==> src/rtl/activations_writer.sv <==
// Write-back packer: packs narrow PE-array activation beats MSB-first into
// SRAM words and issues them as sequential-address writes with a done pulse.
module activations_writer #(
  parameter int IO_DATA_WIDTH = 8,
  parameter int MEM_BW        = 128,
  parameter int IN_LANES      = 4,
  parameter int ADDR_WIDTH    = 16
) (
  input  logic                              clk,
  input  logic                              arst,
  input  logic                              start,
  input  logic [ADDR_WIDTH-1:0]             base_addr,
  input  logic                              in_valid,
  output logic                              in_ready,
  input  logic [IN_LANES*IO_DATA_WIDTH-1:0] in_data,
  input  logic                              in_last,
  output logic                              mem_we,
  input  logic                              mem_ready,
  output logic [ADDR_WIDTH-1:0]             mem_addr,
  output logic [MEM_BW-1:0]                 mem_wdata,
  output logic                              busy,
  output logic                              done
);

  // state | meaning
  // IDLE  | waiting for start; input stream blocked
  // RUN   | accepting beats, closing words into the output register
  // DRAIN | last word closed; waiting for the final write to be taken

  localparam int BEAT_W = IN_LANES * IO_DATA_WIDTH;
  localparam int BEATS  = MEM_BW / BEAT_W;
  localparam int CNT_W  = $clog2(BEATS);

  typedef enum logic [1:0] {IDLE, RUN, DRAIN} state_t;

  state_t                state, next_state;
  logic [CNT_W-1:0]      beat_cnt;
  logic [ADDR_WIDTH-1:0] addr_cnt;
  logic [MEM_BW-1:0]     pack, pack_next;
  logic [31:0]           shift_amt;
  logic                  last_slot, accept, closure;

  assign last_slot = (beat_cnt == CNT_W'(BEATS - 1));
  assign accept    = in_valid && in_ready;
  assign closure   = accept && (last_slot || in_last);

  always_ff @(posedge clk or posedge arst) begin
    if (arst) state <= IDLE;
    else      state <= next_state;
  end

  always_comb begin
    next_state = state;
    in_ready   = 1'b0;
    done       = 1'b0;
    busy       = (state != IDLE);
    case (state)
      IDLE: if (start) next_state = RUN;
      RUN: begin
        // A closing beat can only go in if the output register is free or
        // being emptied this cycle.
        in_ready = (!last_slot && !in_last) || !mem_we || mem_ready;
        if (accept && in_last) next_state = DRAIN;
      end
      DRAIN: begin
        if (!mem_we) begin
          done       = 1'b1;
          next_state = IDLE;
        end
      end
      default: next_state = IDLE;
    endcase
  end

  // Current beat merged into the pack; slots not yet written stay zero.
  always_comb begin
    shift_amt = 32'(beat_cnt) * 32'(BEAT_W);
    pack_next = pack;
    if (accept)
      pack_next = pack | ({in_data, {(MEM_BW-BEAT_W){1'b0}}} >> shift_amt);
  end

  always_ff @(posedge clk or posedge arst) begin
    if (arst) begin
      beat_cnt  <= '0;
      addr_cnt  <= '0;
      pack      <= '0;
      mem_we    <= 1'b0;
      mem_addr  <= '0;
      mem_wdata <= '0;
    end else begin
      if (state == IDLE && start) begin
        addr_cnt <= base_addr;
        beat_cnt <= '0;
        pack     <= '0;
      end
      if (mem_we && mem_ready && !closure) mem_we <= 1'b0;
      if (closure) begin
        mem_wdata <= pack_next;
        mem_addr  <= addr_cnt;
        mem_we    <= 1'b1;
        addr_cnt  <= addr_cnt + ADDR_WIDTH'(1);
        pack      <= '0;
        beat_cnt  <= '0;
      end else if (accept) begin
        pack     <= pack_next;
        beat_cnt <= beat_cnt + CNT_W'(1);
      end
    end
  end

endmodule

==> config.mk <==
export PLATFORM = sky130hd
export DESIGN_NAME = activations_writer
export DESIGN_NICKNAME = d
export VERILOG_FILES = /design/src/rtl/activations_writer.sv
export SDC_FILE = /design/constraint.sdc
export NUM_CORES = 1
export LEC_CHECK = 0
export ABC_AREA = 1
export CAP_MARGIN = 20
export CORE_ASPECT_RATIO = 0.75
export CORE_MARGIN = 2
export CORE_UTILIZATION = 35
export DETAILED_ROUTE_END_ITERATION = 7
export PLACE_DENSITY_LB_ADDON = 0.05
export SLEW_MARGIN = 10
export SYNTH_ARGS = -nofsm -noshare
export SYNTH_HDL_FRONTEND = slang
export SYNTH_SLANG_ARGS = --single-unit
==> constraint.sdc <==
create_clock -name clk -period 19.85 [get_ports clk]
set_input_delay 2.9775 -clock clk [delete_from_list [all_inputs] [get_ports clk]]
set_output_delay 2.9775 -clock clk [all_outputs]
set_load 0.05 [all_outputs]
======== Word level (Yosys, flattened, before mapping) ========
Index checks and enable logic that the tools add are counted.
operators by class
  multiply operators ...................... 0
  $lt $le $gt $ge ......................... 0
  eq/ne operators ......................... 6
  divide/modulo/power cells ............... 0
  bitwise operators ....................... 1
  reductions and logical operators ........ 20
  muxes and demuxes ....................... 18
  $add $sub $neg .......................... 2
  shifts and indexed selects .............. 1
operator list
  cell                   number
  $mux 128               4
  $or 128x128->128       1
  $shr 128x7->128        1
  $mux 16                2
  $add 16x1->16 const B  1
  $mux 2                 6
  $logic_and 1x1->1      7
  $ne 2x2->1 const B     3
  $pmux 2 s3             1
  $reduce_bool 2->1      3
  $mux 1                 5
  $eq 2x2->1 const B     2
  $logic_not 1->1        4
  $logic_or 1x1->1       3
  $reduce_and 3->1       1
  $reduce_bool 3->1      1
  $add 2x1->2 const B    1
  $eq 2x1->1 const B     1
  $logic_not 2->1        1
word-level totals
  bits in read-only memories .............. 0
  memories kept ........................... 0
  bits in writable memories ............... 0
  latch bits .............................. 0
  register bits ........................... 293

======== Longest topological paths before layout ========
  depth in word-level cells ............... 12
  gate-level depth with buffers ........... 10
  mapped depth without buffers ............ 9

======== Least setup slack after synthesis ========
OpenSTA, ideal clock, no wires.
  kind .................................... input to output
  start ................................... in in_last
  end ..................................... out in_ready
  stages on the path ...................... 5
  arrival time ............................ 3.521 ns
  setup slack ............................. 13.352 ns
  required time ........................... 16.872 ns
  path through ............................ inv_2 > nand2_4 > nand3_2 > nand2_1 > inv_1
on the way
  cells in the longest elaborated chain, start to end .. 5
ends and longest elaborated chain
  item                           RTL line  text
  from (decl)                    16        input logic in_last,
  $logic_not 1->1                62        in_ready = (!last_slot && !in_last) || !mem_we || mem_ready;
  $logic_and 1x1->1              62
  $logic_or 1x1->1 (2 in a row)  62
  $mux 1                         57        case (state)
  to (decl)                      14        output logic in_ready,
No other way between the ends.

======== Worst setup path in the final report ========
Ends and elaborated chain as after synthesis.

==> metrics.md <==
| Metric | Value |
|---|---|
| Outcome | completed |
| Vias in the first global route | 12280 |
| WHS Path Cells | 2 |
| Row count | 63 |
| Max-cap viol count | 0 |
| CP max FO | 3 |
| Arrival @ worst endpoint | 4540 ps |
| Final WS setup | 12330 ps |
| Total length of routed wires | roughly 45000 µm |
| CTS Hold Bufs | 0 |
| CTS clk-pin slew, worst paths | 60 ps |
| Post-Syn Nets | 1844 |
| TritonRoute pass-1 iters | 7 |
| Layout Cells excl Fill | 2466 |
| Avg WL per Cell | 18.4 µm |
| WS Path Type | in2out |
| Area of the multi-input gates | 5370 µm² |
| DRC Markers | 0 |
| Post-DP HPWL | 27000 µm |
| Core area | 39400 µm² |
| Post-DP Area | ~16000 µm² |
| Power per Cell Area | between 150 and 200 nW/µm² |
| H-tree Lvls | 2 |
| Hold slack | 476 ps |
| Fillcell total | slightly above 4000 |
| Worst Max-Slew Pin Slew | 901 ps |
| Reg2Reg Depth | 8 |
| #FFs+latches synth | 293 |
| IO Pins | 202 |
| Via count | 12448 |
| # nets final | 1979 |
| Mapped Cells | between 1500 and 2000 |
| Antenna cells | 0 |
| DIE HEIGHT | 177 µm |
| Lkg Pwr | around 8.5 nW |
| Unrepaired setup endpoints after global routing | false |
| WP data required | 16870 ps |
| # port buffers | 201 |
| Setup TNS | 0 ps |
| Syn Std Cell Area | 13900 µm² |
| CTS root buf | clkbuf_16 |
| First-pass GRT wire length | roughly 70000 µm |
| Library cells used by synthesis | 24 |
| Crit-path slowest cell | clkdlybuf4s50_1 |
| Worst setup SP type | input port |
| Largest net degree at the start of global routing | 115 |
| Setup Skew | 8.99 ps |
| CTS sink count | 293 |
| ANT nets after route | 0 |
| Design area | ~17000 µm² |
| GPL Wtd Cong | ~0.77 |
| Post-Place Setup Slack | 12320 ps |
| P&R area growth vs syn | 23.8% |
| Worst Setup End Kind | primary output |
| GRT Overall Usage | 22.1% |
| DR iter-0 viols | 1165 |
| Max stage delay on crit path | 790 ps |
| Total CTS buffers | 35 |
| Sequential cell area fraction in the yosys report | 52.6% |
| Fin crit period | 7520 ps |
| Clk buf depth | 3 |
| Cts repair resizes | 0 |
| Yosys warning count | 0 |
| Initial antenna violation count | 1 |
| Most frequent cells in the layout | nand2_1, dfrtp_1, nand3_1, o21ai_0, clkdlybuf4s50_1 |
| Worst-Skew Late Latency | approximately 530 ps |
| Final setup fails | 0 |
| Crit-path cells | clkdlybuf4s50_1 -> inv_2 -> nand2_4 -> nand3_2 -> nand2_1 -> inv_1 -> clkdlybuf4s50_1 |
| Final worst-path cycle share | ~38% |
| Worst min-delay path class | reg2reg |
| Slew HR | about two fifths |
| Die width | between 200 and 250 µm |
| Via density | ~5.0 |
| Mean post-synth cell area | 7.79 µm² |
| CTS tree | yes |
| Hold Vio Cnt, Final | 0 |
| Placed insts | between 2000 and 2500 |
| Share of layout cells above drive strength 1 | ~4.3% |
| Setup Buffers After CTS | 0 |
| Die area | 41400 µm² |
| Sequential cell area | 7330 µm² |
| Global route total overflow | 0 |
| Commonest non-fill, non-tap cell in the layout | nand2_1 |
| Starting Density | 35.3% |
| Max Freq | 133 MHz |
| Most frequent CP cell | clkdlybuf4s50_1 |
| Worst path depth | 7 |
| Largest delay share family, worst path | buffers and inverters |
| Slew Limit Fails | 0 |
| CP Buf/Inv Count | 4 |
| VDD IR-drop max | 0.0000807 V |
==> kinds of logic after synthesis <==
family                   Yosys count  synth area share (%)
adder cells (fa/ha/maj)            2                 0.180
flip-flops                       293                  52.6
XOR/XNOR                           5                 0.314
AND/OR/NAND/NOR                  911                  27.4
buffers and inverters            286                  8.89
AO/OA/AOI/OAI                    291                  10.5
==> sequential cells by signal (all words and copies together) (netlist names) <==
name,count
addr_cnt,16
beat_cnt,2
mem_addr,16
mem_wdata,128
mem_we,1
pack,128
state,2
==> path summary, 6_finish.rpt <==
path	from	end	slack [ps]
worst max-delay path	in_last	in_ready	12330
worst min-delay path	mem_wdata[124]	mem_wdata[124]	480
worst max register to register	beat_cnt[0]	pack[67]	16320
worst min register to register	mem_wdata[124]	mem_wdata[124]	480
max in group asynchronous	arst	mem_wdata[49]	15390
min in group asynchronous	arst	mem_wdata[121]	3010
==> through the flow <==
step	util [%]	total power, mW
floorplan	-	1.84
global placement	40.9	2.27
detailed placement	40.9	2.28
CTS	43.7	2.92
global route	43.8	3.08
finish	43.8	2.89
==> cell usage after synthesis <==
master / instances / area, µm²
nand4_1: 4 / 25.0
a21boi_1: 1 / 7.51
nand3_2: 2 / 20.0
inv_1: 161 / 604
o21ai_1: 82 / 410
buf_1: 10 / 37.5
o21ai_0: 204 / 1020
inv_2: 5 / 18.8
buf_2: 84 / 420
o211ai_1: 3 / 22.5
nand2_1: 606 / 2270
dfrtp_1: 293 / 7330
nor2_4: 1 / 11.3
clkbuf_1: 11 / 41.3
nand4_4: 1 / 21.3
nand2_4: 1 / 11.3
nor2_1: 19 / 71.3
ha_1: 2 / 25.0
xor2_1: 5 / 43.8
buf_4: 12 / 90.1
a22oi_1: 1 / 7.51
nand3_1: 277 / 1390
buf_6: 2 / 22.5
clkinv_1: 1 / 3.75
==> routing by layer <==
| layer | global-route usage (%) | part of all wire (%) | vias to the layer above |
|---|---|---|---|
| li1 | - | - | 6005 |
| met1 | 32.1 | 48 | 6064 |
| met2 | 33.8 | 44 | 313 |
| met3 | 3.93 | 5.4 | 66 |
| met4 | 6.26 | 2.3 | 0 |
| met5 | 0 | 0 | - |
==> final cells by class <==
class,instances,share of cell area (%)
Clock buffer,53,6.12
Sequential cell,293,42.5
Timing Repair Buffer,217,12.5
Inverter,167,3.72
Clock inverter,7,0.203
Tap cell,520,3.77
Multi-Input combinational cell,1209,31.2
==> power breakdown <==
| group | total [mW] | switching (mW) | internal, mW |
|---|---|---|---|
| clock network | 0.629 | 0.263 | 0.366 |
| logic | 1.35 | 0.966 | 0.385 |
| registers | 0.910 | 0.108 | 0.802 |
==> tightest hold or removal path: cells and delay by family, from the launching register on <==
kind          cells  cell delay [ps]
simple gates      2              100
flops             1              340
(Power assumes the default switching activity.)
